$ cat src/rtl/req_gnt_tracker.sv
// Request/grant tracker: queues request ids in order and returns one registered
// gnt pulse per accepted request after LAT wait cycles. Optional assertions: TRACKER_SVA_EN.
module req_gnt_tracker #(
  parameter int ID_W  = 2,
  parameter int DEPTH = 4,
  parameter int LAT   = 3
) (
  input  logic                       clk_i,
  input  logic                       rst_ni,
  input  logic                       req_i,
  input  logic [ID_W-1:0]            req_id_i,
  input  logic                       hold_i,
  output logic                       gnt_o,
  output logic [ID_W-1:0]            gnt_id_o,
  output logic                       full_o,
  output logic                       empty_o,
  output logic [$clog2(DEPTH+1)-1:0] count_o,
  output logic                       overflow_o
);

  localparam int PTR_W   = $clog2(DEPTH);
  localparam int COUNT_W = $clog2(DEPTH+1);
  localparam int CNT_W   = (LAT > 1) ? $clog2(LAT) : 1;

  typedef enum logic [1:0] {
    S_IDLE,
    S_WAIT,
    S_GRANT,
    S_GAP
  } state_e;

  state_e             state_q, state_d;
  logic [CNT_W-1:0]   cnt_q, cnt_d;
  logic               gnt_q, gnt_d;
  logic [ID_W-1:0]    gnt_id_q, gnt_id_d;

  logic [ID_W-1:0]    fifo_q [DEPTH];
  logic [PTR_W-1:0]   wr_ptr_q, rd_ptr_q;
  logic [COUNT_W-1:0] count_q;
  logic               overflow_q;

  logic               full, empty, push, pop, drop;

  // Full/empty come from the registered occupancy, so a push on the same edge
  // as a pop at full is still rejected.
  assign full  = (count_q == COUNT_W'(DEPTH));
  assign empty = (count_q == '0);
  assign push  = req_i && !full;
  assign drop  = req_i && full;
  assign pop   = (state_q == S_GRANT);

  always_ff @(posedge clk_i or negedge rst_ni) begin
    if (!rst_ni) begin
      for (int i = 0; i < DEPTH; i++) fifo_q[i] <= '0;
      wr_ptr_q   <= '0;
      rd_ptr_q   <= '0;
      count_q    <= '0;
      overflow_q <= 1'b0;
    end else begin
      if (push) begin
        fifo_q[wr_ptr_q] <= req_id_i;
        wr_ptr_q         <= wr_ptr_q + PTR_W'(1);
      end
      if (pop) rd_ptr_q <= rd_ptr_q + PTR_W'(1);
      case ({push, pop})
        2'b10:   count_q <= count_q + COUNT_W'(1);
        2'b01:   count_q <= count_q - COUNT_W'(1);
        default: count_q <= count_q;
      endcase
      if (drop) overflow_q <= 1'b1;
    end
  end

  always_ff @(posedge clk_i or negedge rst_ni) begin
    if (!rst_ni) begin
      state_q  <= S_IDLE;
      cnt_q    <= '0;
      gnt_q    <= 1'b0;
      gnt_id_q <= '0;
    end else begin
      state_q  <= state_d;
      cnt_q    <= cnt_d;
      gnt_q    <= gnt_d;
      gnt_id_q <= gnt_id_d;
    end
  end

  always_comb begin
    state_d = state_q;
    cnt_d   = cnt_q;
    case (state_q)
      S_IDLE: begin
        if (!empty) begin
          state_d = S_WAIT;
          cnt_d   = CNT_W'(LAT - 1);
        end
      end
      S_WAIT: begin
        if (!hold_i) begin
          if (cnt_q == '0) state_d = S_GRANT;
          else             cnt_d   = cnt_q - CNT_W'(1);
        end
      end
      S_GRANT: state_d = S_GAP;
      S_GAP:   state_d = S_IDLE;
      default: state_d = S_IDLE;
    endcase
  end

  // The grant is registered on the edge entering GRANT, so gnt is high exactly
  // while the FSM sits in GRANT; the head entry is stable until the exit pop.
  always_comb begin
    gnt_d    = (state_d == S_GRANT);
    gnt_id_d = gnt_id_q;
    if (state_d == S_GRANT) gnt_id_d = fifo_q[rd_ptr_q];
  end

  assign gnt_o      = gnt_q;
  assign gnt_id_o   = gnt_id_q;
  assign full_o     = full;
  assign empty_o    = empty;
  assign count_o    = count_q;
  assign overflow_o = overflow_q;

`ifdef TRACKER_SVA_EN
  // Id match only holds when requesters use unique ids and nothing is dropped.
  property p_id_match;
    logic [ID_W-1:0] l;
    @(posedge clk_i) disable iff (!rst_ni)
      ($rose(req_i), l = req_id_i) |-> ##[1:$] ($rose(gnt_o) ##0 (gnt_id_o == l));
  endproperty

  a_id_match: assert property (p_id_match)
    else $error("req_gnt_tracker: granted id does not match requested id");
  a_gnt_pulse: assert property (@(posedge clk_i) disable iff (!rst_ni) gnt_o |=> !gnt_o)
    else $error("req_gnt_tracker: gnt high for more than one cycle");
  a_full_empty: assert property (@(posedge clk_i) disable iff (!rst_ni) !(full_o && empty_o))
    else $error("req_gnt_tracker: full and empty together");
  a_count_max: assert property (@(posedge clk_i) disable iff (!rst_ni) count_o <= COUNT_W'(DEPTH))
    else $error("req_gnt_tracker: count exceeds DEPTH");
`else
`endif

endmodule
$ cat config.mk
export PLATFORM = sky130hd
export DESIGN_NAME = req_gnt_tracker
export DESIGN_NICKNAME = d
export VERILOG_FILES = /design/src/rtl/req_gnt_tracker.sv
export SDC_FILE = /design/constraint.sdc
export NUM_CORES = 1
export LEC_CHECK = 0
export CORE_ASPECT_RATIO = 1.2
export CORE_MARGIN = 5
export CORE_UTILIZATION = 35
export DETAILED_ROUTE_END_ITERATION = 10
export GPL_TIMING_DRIVEN = 0
export PLACE_DENSITY_LB_ADDON = 0.1
export SYNTH_ARGS = -nofsm -noshare
export SYNTH_HDL_FRONTEND = slang
export SYNTH_SLANG_ARGS = --single-unit
$ cat constraint.sdc
create_clock -name clk_i -period 4.39 [get_ports clk_i]
set_clock_uncertainty 0.15 [all_clocks]
set_input_delay 0.439 -clock clk_i [delete_from_list [all_inputs] [get_ports clk_i]]
set_output_delay 0.439 -clock clk_i [all_outputs]
set_load 0.03 [all_outputs]
== Word level (Yosys, flattened, before mapping) ==
Cells that the tools add are included.
Word-level totals
  register bits after elaboration: 23
  output and inout port bits: 9
  logic and storage cells: 57
Operators by class
  add/sub/neg operators: 5
  $lt $le $gt $ge: 3
  equality and inequality tests: 10
  multiplexer cells: 15
  bitwise operators: 2
  reductions and logical operators: 10
Operators by type and width (number)
  $mux 2: 9
  $bwmux 8: 1
  $eq 2x2->1 const B: 4
  $pmux 2 s4: 1
  $ge 3x3->1 const B: 2
  $ne 2x2->1 const B: 3
  $not 2->3: 2
  $pmux 3 s2: 1
  $add 2x1->2 const B: 2
  $bmux 2 s2: 1
  $demux 2 s2: 1
  $eq 2x1->1 const B: 2
  $logic_not 2->1: 2
  $pmux 2 s2: 1
  $reduce_and 4->1: 1
  $reduce_bool 2->1: 2
  $add 3x1->3 const B: 1
  $eq 3x3->1 const B: 1
  $logic_and 1x1->1: 3
  $logic_not 3->1: 1
  $lt 3x1->1 const B: 1
  $sub 3x1->3 const B: 1
  $sub 2x1->2 const B: 1
  $logic_not 1->1: 1

== Depth between registers and ports, before layout ==
Gate-level depths: netlist of the first run.
  depth after elaboration: 6
  mapped depth: 9
  mapped depth without buffers: 8

== Worst setup path before layout of the first run ==
No wires, ideal clock.
  kind: flip-flop to flip-flop
  start point: register count_q[0], in the netlist count_o[0]
  end point: register count_q[2], in the netlist count_o[2]
  setup time: 0.081 ns
  arrival: 2.122 ns
  data required time: 4.159 ns
  slack: 2.037 ns
  cell stages (with the launch flop): 10
  period minus slack after synthesis: 2.353 ns
  path through: dfrtp_1 > or3b_1 > buf_6 > nand2_4 > ha_1 > inv_1 > fa_1 > xor2_1 > nor2_1 > xor2_1
Between the ends
  longest elaborated chain between the ends: 5
  elaborated cells on any way between the ends: 9
RTL lines
  start: declaration: RTL line 39  | logic [COUNT_W-1:0] count_q;
  start signal: assignment: RTL line 66  | 2'b10: count_q <= count_q + COUNT_W'(1);
  start signal: assignment: RTL line 67  | 2'b01: count_q <= count_q - COUNT_W'(1);
  start signal: assignment: RTL line 68  | default: count_q <= count_q;
  $eq 3x3->1: RTL line 46  | assign full = (count_q == COUNT_W'(DEPTH));
  $logic_not 1->1: RTL line 48  | assign push = req_i && !full;
  $logic_and 1x1->1: RTL line 48
  $eq 2x1->1 / $eq 2x2->1 (equally long branches): RTL line 65  | case ({push, pop})
  $pmux 3 s2 / $reduce_bool 2->1 (equally long branches)
Parallel ways exist; a longest one is shown, timed or not.
A chain may end at the register's enable or synchronous reset.

== Worst setup path after layout of the first run ==
  start point: register count_q[0], in the netlist count_o[0]
  end point: output port full_o
Between the ends
  longest elaborated chain between the ends: 1
RTL lines
  $eq 3x3->1: RTL line 46
  end: declaration: RTL line 15  | output logic full_o,
Every way passes these cells.

==> summary.log, run 1 <==
INFO  status         status=completed
INFO  setup_path     startpoint_types=flop
INFO  timing         slew_limit_headroom=0.299
INFO  synth          yosysUniqueCellTypes=29
INFO  timing         fin_ws=1.71ns
INFO  synth          main_combinational_cell_family_by_area_after_synthesis=multiplexers
INFO  clocking       cts_buffers=3
INFO  synth          synth-compound-area-share=0.0513
INFO  die            num_io_pins=15
INFO  detailed_routing detail_route.wl_per_cell=13.4um
INFO  timing         transition_time_of_the_tightest_slew_check_pin=1.05ns
INFO  detailed_routing detail_route.drc_violations=0
INFO  grt            first_global_vias=773
INFO  final_layout   antennaDiodeCount=0
INFO  timing         final_period_minus_worst_setup_slack=2.68ns
INFO  die            vertical_extent_of_the_die=72.7um
INFO  pwr            power.leakage=0.606nW
INFO  timing         hold_violations=0
INFO  timing         rsz0062_at_grt=false
INFO  setup_path     worst-endpoint-required=3.80ns
INFO  pwr            worst_ir_drop_vdd=0.304mV
INFO  grt            antenna_found_initial=0
INFO  timing         maxClockFrequency=374MHz
INFO  clocking       cts-root-buf=sky130_fd_sc_hd__clkbuf_4
INFO  worst_hold_path hold_start=overflow_o
INFO  detailed_routing drt_iter0_drc=19
INFO  clocking       clock_sink_count=23
INFO  setup_path     timing.critical_path.fanout_max=6
INFO  detailed_routing wl=1.89mm
INFO  job            max_cap_violations=0
INFO  detailed_routing ant_nets=0
INFO  grt            grt_overflow_total=0
INFO  clocking       post_cts_resize_count=0
INFO  clocking       source_to_sink_clock_delay_at_the_later_pin_of_the_worst_skew_pair=0.31ns
INFO  setup_path     critical_path.reg2reg.startpoint=count_o[0]
INFO  timing         setup_total_negative_slack=0ns
INFO  clocking       max-clock-path-buffers=2
INFO  pwr            power.density_cell_area=699nW/um^2
INFO  detailed_routing drt_pre_antenna_iters=2
INFO  die            die-width=62.2um
INFO  placement      dp.final_hpwl=1.42mm
INFO  setup_path     rr_endpoint=count_o[2]
INFO  clocking       path_clk_slew=0.12ns
INFO  synth          ys.warnings.count=0
INFO  final_layout   drive_gt1_frac=0.152
INFO  synth          synthAdderAreaFrac=0.0830
INFO  clocking       cts_tree=built
INFO  synth          synthesized_flop_and_latch_total=23
INFO  synth          synth_simple_gate_area_frac=0.119
INFO  die            num_rows=22
INFO  die            initial_core_util=0.368
INFO  setup_path     reg2regPathDepth=9
INFO  synth          synthesis.area_per_instance=13.2um^2
INFO  final_layout   net_count_reported_at_finish=119
INFO  setup_path     worstPathArrival=2.09ns
INFO  final_layout   final.fill_count=308
INFO  timing         maxSlewViolCount=0
INFO  placement      port_buffers=14
INFO  setup_path     r2r_setup_slack=2.01ns
INFO  timing         setup-violations-final=0
INFO  detailed_routing via_per_inst=4.89
INFO  setup_path     worst_setup_path_end_kind=primary output
INFO  worst_hold_path hp-class=flop to flop
INFO  synth          syn_area=1150um^2
INFO  detailed_routing routed-via-count=689
INFO  die            core_area=3110um^2
INFO  timing         layout_worst_path_cycle_share=0.610
INFO  clocking       post_cts_hold_buffers=0
INFO  grt            grt_start_max_net_pins=24
INFO  synth          seq_area_frac_synth=0.502
INFO  synth          yosys.area_share.xor_xnor=0.0459
INFO  worst_hold_path worst_hold_path.endpoint=overflow_o
INFO  synth          synthesis.instances=87
INFO  placement      place_worst_setup_slack=1.90ns
INFO  final_layout   area_delta_synth_final=18.4%
INFO  synth          yosys-mux-area-fraction=0.163
INFO  worst_hold_path number_of_cells_on_the_worst_hold_path=1
INFO  setup_path     timing.setup.critical_path_class=flop to primary output
INFO  final_layout   postLayoutCoreUtil=0.436
INFO  die            dieArea=4520um^2
INFO  grt            global_route_wire_length_before_repair=3.31mm
INFO  clocking       post-cts-setup-buffer-count=0
INFO  placement      gp_congestion=0.715
INFO  grt            globalRouteTotalUtil=0.0906
INFO  synth          synth_fp_nets=100
INFO  clocking       cts-htree-levels=1
per-stage QoR:
| stage | instances | total power, mW | hold slack [ns] | instance area (um^2) |
|---|---|---|---|---|
| after floorplan | 87 | 0.719 | -0.00659 | 1150 |
| after global placement | 137 | 0.853 | 0.291 | 1330 |
| after detailed placement | 137 | 0.866 | 0.306 | 1330 |
| after CTS | 141 | 0.967 | 0.337 | 1360 |
| after global routing | 141 | 1.03 | 0.358 | 1360 |
| final | 141 | 0.949 | 0.337 | 1360 |
cell families (layout without fill, tap and decap cells):
family | Yosys count | after routing
and+or+nand+nor | 19 | 19
muxes | 14 | 14
adders and majority gates | 7 | 7
DFF | 23 | 23
xor gates and xnor gates | 6 | 6
buffers and inverters | 9 | 27
AOI/OAI and AO/OA | 9 | 9
sequential cells by signal (all words and copies together) (netlist names):
name / count
gnt_id_o: 2
wr_ptr_q: 2
fifo_q: 8
overflow_o: 1
rd_ptr_q: 2
state_q: 2
count_o: 3
gnt_o: 1
cnt_q: 2
worst max path at each step:
stage,end,cells past startpoint,from
2_1_floorplan,count_o[2],9,count_o[0]
3_3_place_gp,count_o[2],8,req_i
3_5_place_dp,count_o[2],8,req_i
4_1_cts,full_o,4,count_o[0]
5_1_grt,full_o,4,count_o[0]
6_report,full_o,4,count_o[0]
Yosys cell counts (all sizes together):
master   number  area share
or2           1      0.0055
nor2          3      0.0098
a21oi         1      0.0044
or3b          1      0.0076
nor3          2      0.0087
nor2b         2       0.011
o2bb2ai       1      0.0076
nand2         3       0.016
a21o          1      0.0066
o21a          2       0.013
dfrtp        23        0.50
o21ai         3       0.013
nand3         4       0.041
ha            6       0.066
xor2          3       0.023
and3b         1      0.0076
mux2         11        0.11
mux2i         1      0.0087
buf           1      0.0098
a21boi        1      0.0066
xnor2         3       0.023
inv           8       0.026
fa            1       0.017
nor4          2       0.011
mux4          2       0.039
worst max-delay path, cell delays in order (launching register included):
cell and delay, ns:
sky130_fd_sc_hd__dfrtp_1 0.47, sky130_fd_sc_hd__or3b_1 0.42, sky130_fd_sc_hd__buf_6 0.16, sky130_fd_sc_hd__inv_1 0.07, sky130_fd_sc_hd__clkdlybuf4s50_1 0.67
metal layers:
metal,track usage,routed length (um)
met1,0.108,874
met5,0,0
met2,0.150,927
met4,0.0458,10
met3,0.0247,79
layout by cell type, fill, tap and decap left out:
| cell | count |
|---|---|
| sky130_fd_sc_hd__a21boi_0 | 1 |
| sky130_fd_sc_hd__a21o_1 | 1 |
| sky130_fd_sc_hd__a21oi_1 | 1 |
| sky130_fd_sc_hd__and3b_1 | 1 |
| sky130_fd_sc_hd__buf_6 | 1 |
| sky130_fd_sc_hd__clkbuf_1 | 1 |
| sky130_fd_sc_hd__clkbuf_4 | 3 |
| sky130_fd_sc_hd__clkdlybuf4s50_1 | 14 |
| sky130_fd_sc_hd__dfrtp_1 | 23 |
| sky130_fd_sc_hd__fa_1 | 1 |
| sky130_fd_sc_hd__ha_1 | 6 |
| sky130_fd_sc_hd__inv_1 | 8 |
| sky130_fd_sc_hd__mux2_1 | 7 |
| sky130_fd_sc_hd__mux2_2 | 2 |
| sky130_fd_sc_hd__mux2_4 | 2 |
| sky130_fd_sc_hd__mux2i_1 | 1 |
| sky130_fd_sc_hd__mux4_2 | 2 |
| sky130_fd_sc_hd__nand2_1 | 2 |
| sky130_fd_sc_hd__nand2_4 | 1 |
| sky130_fd_sc_hd__nand3_2 | 3 |
| sky130_fd_sc_hd__nand3_4 | 1 |
| sky130_fd_sc_hd__nor2_1 | 3 |
| sky130_fd_sc_hd__nor2b_1 | 2 |
| sky130_fd_sc_hd__nor3_1 | 2 |
| sky130_fd_sc_hd__nor4_1 | 2 |
| sky130_fd_sc_hd__o21a_1 | 2 |
| sky130_fd_sc_hd__o21ai_0 | 3 |
| sky130_fd_sc_hd__o2bb2ai_1 | 1 |
| sky130_fd_sc_hd__or2_2 | 1 |
| sky130_fd_sc_hd__or3b_1 | 1 |
| sky130_fd_sc_hd__xnor2_1 | 3 |
| sky130_fd_sc_hd__xor2_1 | 3 |
power by group:
part	internal, mW	switching, mW	total (mW)	leakage [nW]
clock network	0.0354	0.0622	0.0977	0.0150
registers	0.314	0.0884	0.403	0.273
logic	0.235	0.214	0.449	0.318
total	0.585	0.365	0.949	0.606
final cells by class:
cell class	instances	area, um^2	share of cell area
flip-flops and latches	23	576	0.424
multi-input cells	55	529	0.390
repair buffers	14	140	0.103
well taps	36	45.0	0.0332
inverters	8	30.0	0.0221
clock buffers	4	26.3	0.0194
plain buffers	1	11.3	0.00829
Power figures use the tool's default switching activity.
==> run 2: changes to the inputs <==
- clock period: 4.39 -> 2.62 ns (I/O delays scaled with it)
==> results of run 2 <==
The final DEF is identical to that of run 1. Status: completed.
Among the figures that moved: setup slack after placement 1.90 ns -> 0.249 ns; setup slack after layout 1.71 ns -> 0.120 ns; register-to-register setup slack 2.01 ns -> 0.24 ns; total power 0.949 mW -> 1.59 mW; worst IR drop on VDD 0.304 mV -> 0.510 mV
==> run 3: changes to the inputs <==
- CORE_MARGIN: 5 -> not set
==> summary.log, run 3 (same netlist as run 1, synthesis figures left out) <==
INFO  die            initial_core_util=0.372 [+0.00329]
INFO  setup_path     worst_path_largest_cell_delay=0.67ns [about the same]
INFO  final_layout   area_delta_synth_final=18.4% [unchanged]
INFO  setup_path     endpoint=full_o
INFO  clocking       clock_sink_count=23 [unchanged]
INFO  setup_path     rr_endpoint=count_o[2]
INFO  die            vertical_extent_of_the_die=64.7um [-11%]
INFO  timing         hold_violations=0 [unchanged]
INFO  timing         maxSlewViolCount=0 [unchanged]
INFO  pwr            power.leakage=0.606nW [unchanged]
INFO  setup_path     startpoint_types=flop
INFO  grt            antenna_found_initial=0 [unchanged]
INFO  setup_path     worstPathCellList=or3b_1 -> buf_6 -> inv_1 -> clkdlybuf4s50_1
INFO  clocking       cts_tree=built
INFO  detailed_routing detail_route.wl_per_cell=12.6um [-5.8%]
INFO  setup_path     worst_setup_path_end_kind=primary output
INFO  setup_path     critical_path.reg2reg.startpoint=count_o[0]
INFO  final_layout   registers.top_by_ff_count=fifo_q
INFO  placement      gp_congestion=0.699 [-2.3%]
INFO  setup_path     cp.buffers_inverters=3 [unchanged]
INFO  setup_path     crit_path_top_delay_cell=sky130_fd_sc_hd__clkdlybuf4s50_1
INFO  pwr            power.density_cell_area=1170nW/um^2
INFO  clocking       cts-root-buf=sky130_fd_sc_hd__clkbuf_4
INFO  pwr            worst_ir_drop_vdd=0.681mV
INFO  final_layout   largest_registers=fifo_q: 8 flops, count_o: 3 flops
INFO  grt            first_global_vias=683 [-12%]
INFO  clocking       post_cts_resize_count=0 [unchanged]
INFO  detailed_routing ant_nets=0 [unchanged]
INFO  setup_path     worstPathArrival=2.06ns [-0.03 ns]
INFO  detailed_routing detailroute.wirelength.met3=52um [-34%]
INFO  timing         slew_limit_headroom=0.304 [+0.00570]
INFO  final_layout   postLayoutCoreUtil=0.440 [+0.00390]
INFO  die            dieArea=3510um^2 [-22%]
INFO  grt            global_route_wire_length_before_repair=3.00mm [-9.4%]
INFO  timing         transition_time_of_the_tightest_slew_check_pin=1.04ns [-0.00852 ns]
INFO  clocking       post_cts_hold_buffers=0 [unchanged]
INFO  timing         setup_total_negative_slack=0ns [unchanged]
INFO  final_layout   drive_gt1_frac=0.152 [unchanged]
INFO  timing         setup-violations-final=0 [unchanged]
INFO  final_layout   largest_reg_flops=8 [unchanged]
INFO  setup_path     reg2regPathDepth=9 [unchanged]
INFO  die            die-width=54.2um [-13%]
INFO  detailed_routing via_per_inst=4.74 [-2.9%]
INFO  die            core_area=3080um^2 [-0.88%]
INFO  detailed_routing drt_pre_antenna_iters=4 [+2]
INFO  setup_path     worst-endpoint-required=2.21ns
INFO  setup_path     timing.setup.critical_path_class=flop to primary output
INFO  clocking       source_to_sink_clock_delay_at_the_later_pin_of_the_worst_skew_pair=0.30ns [about the same]
INFO  setup_path     beginning_of_the_critical_path=count_o[0]
INFO  clocking       cts-htree-levels=1 [unchanged]
INFO  grt            grt_start_max_net_pins=24 [unchanged]
INFO  placement      place_worst_setup_slack=0.263ns
INFO  clocking       max-clock-path-buffers=2 [unchanged]
INFO  worst_hold_path hp-class=flop to flop
INFO  timing         maxClockFrequency=405MHz
INFO  detailed_routing route.met2.wl=817um [-12%]
INFO  job            max_cap_violations=0 [unchanged]
INFO  timing         fin_ws=0.150ns
INFO  setup_path     depth_of_the_critical_timing_path_with_buffers_and_inverters_included=4 [unchanged]
INFO  final_layout   finish.cell_count_without_fillers=141 [unchanged]
INFO  detailed_routing drt_iter0_drc=9 [-10]
INFO  clocking       path_clk_slew=0.12ns [about the same]
INFO  setup_path     r2r_setup_slack=0.27ns
INFO  timing         rsz0062_at_grt=false
INFO  placement      placed_cells_incl_taps=137 [unchanged]
INFO  final_layout   layout_commonest_cell=sky130_fd_sc_hd__dfrtp_1
INFO  final_layout   antennaDiodeCount=0 [unchanged]
INFO  placement      port_buffers=14 [unchanged]
INFO  detailed_routing wl=1.78mm [-5.8%]
INFO  clocking       post-cts-setup-buffer-count=0 [unchanged]
INFO  grt            globalRouteTotalUtil=0.122 [+0.0313]
INFO  placement      dp.final_hpwl=1.35mm [-5.0%]
INFO  die            num_rows=22 [unchanged]
INFO  grt            grt_overflow_total=0 [unchanged]
INFO  detailed_routing top_layer_used=met4
INFO  detailed_routing routed-via-count=669 [-2.9%]
INFO  timing         layout_worst_path_cycle_share=0.943
INFO  setup_path     timing.critical_path.fanout_max=6 [unchanged]
INFO  die            num_io_pins=15 [unchanged]
INFO  status         status=completed
INFO  timing         final_period_minus_worst_setup_slack=2.47ns
INFO  final_layout   net_count_reported_at_finish=119 [unchanged]
INFO  final_layout   layout_common_cells=sky130_fd_sc_hd__dfrtp_1, sky130_fd_sc_hd__clkdlybuf4s50_1, sky130_fd_sc_hd__inv_1, sky130_fd_sc_hd__mux2_1, sky130_fd_sc_hd__ha_1
INFO  setup_path     cp_top_family=buffers and inverters
INFO  detailed_routing drt-met1-wl=892um [+2.1%]
INFO  detailed_routing detail_route.drc_violations=0 [unchanged]
INFO  clocking       cts_buffers=3 [unchanged]
==> run 3: cell counts in the layout (fill, tap and decap cells not counted) <==
No cell type changed its count.
==> run 3: metrics by stage <==
step / power (mW) / hold slack (ns) / area (um^2)
floorplan: 1.21 / -0.184 / 1150
global placement: 1.43 / 0.294 / 1330
detailed placement: 1.45 / 0.302 / 1330
CTS: 1.62 / 0.335 / 1360
global route: 1.71 / 0.346 / 1360
finish: 1.58 / 0.329 / 1360
==> run 3: how the worst min path moves through the flow <==
stage | end | startpoint | slack (ns) | depth (start not counted)
2_1_floorplan | cnt_q[0] | rst_ni | -0.18 | 0
3_3_place_gp | overflow_o | overflow_o | 0.29 | 1
3_5_place_dp | overflow_o | overflow_o | 0.30 | 1
4_1_cts | overflow_o | overflow_o | 0.34 | 1
5_1_grt | overflow_o | overflow_o | 0.35 | 1
6_report | overflow_o | overflow_o | 0.33 | 1
==> run 3: per-layer routing <==
metal / up-vias / track usage
li1: 339 / -
met1: 316 / 0.165
met2: 12 / 0.180
met3: 2 / 0.0211
met4: 0 / 0.0673
met5: - / 0
==> run 3: power breakdown <==
part | internal, mW | switching, mW
Clock | 0.0593 | 0.102
Sequential | 0.526 | 0.145
Combinational | 0.394 | 0.357
Total | 0.980 | 0.604
==> run 3: layout make-up <==
| cell class | count | area (um^2) |
|---|---|---|
| Buffer | 1 | 11.3 |
| Timing Repair Buffer | 14 | 140 |
| Multi-Input combinational cell | 55 | 529 |
| Clock buffer | 4 | 26.3 |
| Sequential cell | 23 | 576 |
| Inverter | 8 | 30.0 |
| Tap cell | 36 | 45.0 |
| Fill cell | 313 | 1730 |
==> run 3: worst reg2reg max path: cells and delay by family, from the launching register on <==
family | cells | cell delay (ns)
DFF | 1 | 0.46
and+or+nand+nor | 3 | 0.61
buffers and inverters | 2 | 0.21
adders and majority gates | 2 | 0.56
xor gates and xnor gates | 2 | 0.30
==> edit (config.mk and constraints of run 2) <==
Put one more register stage on the output `count_o`, with the module's reset. The value now appears one clock later. The other outputs are not delayed to match.
--- a/src/rtl/req_gnt_tracker.sv
+++ b/src/rtl/req_gnt_tracker.sv
@@ -119,7 +119,13 @@
   assign gnt_id_o   = gnt_id_q;
   assign full_o     = full;
   assign empty_o    = empty;
-  assign count_o    = count_q;
+  always_ff @(posedge clk_i or negedge rst_ni) begin
+    if (!rst_ni) begin
+      count_o <= '0;
+    end else begin
+      count_o <= count_q;
+    end
+  end
   assign overflow_o = overflow_q;
 
 `ifdef TRACKER_SVA_EN
Behaviour: not the same (Yosys sat finds a counterexample within 4 cycles, from zero or initial values and one cycle with rst_ni low).
==> edit against run 2 <==
- die area is 4.4% higher
- sequential power is 7.4% higher
- routed wire length rose by 0.26%
- fmax is 3.4% higher
- clock power increased by 100%
- non-clock buffer count unchanged
- sequential cell count rose by 3
- setup slack improved by 83 ps
- area after synthesis rose by 5.1%
- register-to-register slack improved by 70 ps
- design area grew 7.7%
- synthesized cell count rose by 2.3%
- total power increased by 12%
- largest cell class unchanged
- largest power group unchanged
- highest routed layer unchanged
==> edit: results (changes against run 2) <==
| Metric | Value |
|---|---|
| Outcome | finished clean |
| # nets final | 121 (+1.7%) |
| Tightest Pin Transition | 1130 ps (+85.0 ps) |
| CP arrival | 2000 ps (-90 ps) |
| DR pass1 iterations | 3 (+1) |
| Largest regs | fifo_q: 8 flops, count_o: 3 flops, count_q: 3 flops |
| Main area contributors after synthesis | dfrtp_1 54%, mux2_1 8.4%, ha_1 6.2% |
| Final wirelength | 1.90 mm (+0.26%) |
| Met2 wire length | 922 um (-0.54%) |
| Met3 GRT Util | 1.66% (-0.80 points) |
| Multi-input gate share of total cell area | 34.6% (-4.4 points) |
| Invs w/o clock | 10 (+2) |
| Reg2reg start | count_q[0] |
| Pwr Density | 1220 nW/um^2 (+4.2%) |
| H-tree levels | 1 (unchanged) |
| Syn Nets | 102 (+2.0%) |
| Hold path start | count_q[1] |
| GR Util met1 | 11.1% (+0.26 points) |
| Post-synthesis sequential area ratio | 54.0% (+3.8 points) |
| FILL cells | 318 (+3.2%) |
| Reg-to-Reg End | count_q[2] |
| Seq/total area | 44.5% (+2.1 points) |
| #FFs+latches synth | 26 (+13%) |
| Vias | 697 (+1.2%) |
| Routability congestion estimate | 0.730 (+2.1%) |
| Global-route usage over all layers | 8.66% (-0.40 points) |
| Comb_multi_in | 52 (-5.5%) |
| Hold depth | 0 (-1) |
| CP max FO | 6 (unchanged) |
| Peak supply drop | 0.519 mV (+1.7%) |
| Worst Hold End | count_o[1] |
| Worst r2r path cells | 9 (unchanged) |
| Worst skew pair latency | 260 ps (-50 ps) |
| Clock transition at path regs | 90 ps (-30 ps) |
| Clk tree area frac | 4.88% (+2.9 points) |
| Layout cells sized above 1 | 14.0% (-1.2 points) |
| Met2 GRT Util | 14.9% (-0.079 points) |
| Placement Setup Slack | 314 ps (+65.8 ps) |
| Clkbuf count | 3 (-1) |
| Initial drt markers | 7 (-12) |
| Static Leakage | 0.655 nW (+8.2%) |
| Vias in the first global route | 711 (-8.0%) |
| DP HPWL | 1.46 mm (+2.7%) |
| Synth cell count leaders | 26 x dfrtp_1, 10 x inv_1, 9 x mux2_1 |
| Largest net degree at the start of global routing | 27 (+13%) |
| Netlist cell types | 30 (+3.4%) |
| Largest buffer count on any clock path | 2 (unchanged) |
| Non-clock buffering overhead | 10.4% (-0.80 points) |
| Routed length on met1 | 888 um (+1.6%) |
| First-pass GRT wire length | 3.31 mm (-0.21%) |
| Fraction of power consumed by sequential logic | 40.6% (-1.8 points) |
-- edit: worst max path at each step --
stage                       to  slack (ps)        from  cells past startpoint
global placement    count_q[2]         310  count_q[0]                      9
CTS                     full_o         180  count_q[0]                      4
global route            full_o         110  count_q[0]                      4
floorplan           count_q[2]         430  count_q[0]                      9
detailed placement  count_q[2]         310  count_q[0]                      9
finish                  full_o         200  count_q[0]                      4
-- edit: cells by family (layout without fill, tap and decap cells) --
kind of cell	Yosys count	after routing	synth area share [%]
compound gates	9	9	4.88
xor+xnor	6	6	4.36
fa+ha+maj	7	7	7.89
buf+inv	11	29	4.05
flops	26	26	54.0
mux	14	14	15.2
simple gates	16	16	9.66
-- edit: metrics by stage --
step | hold slack (ps) | std cells | cell area [um^2] | utilization [%]
after floorplan | -184 | 89 | 1200 | -
after global placement | 267 | 140 | 1390 | 41.7
after detailed placement | 268 | 140 | 1390 | 41.7
after CTS | 290 | 144 | 1460 | 43.8
after global routing | 309 | 144 | 1460 | 43.8
final | 289 | 144 | 1460 | 43.8
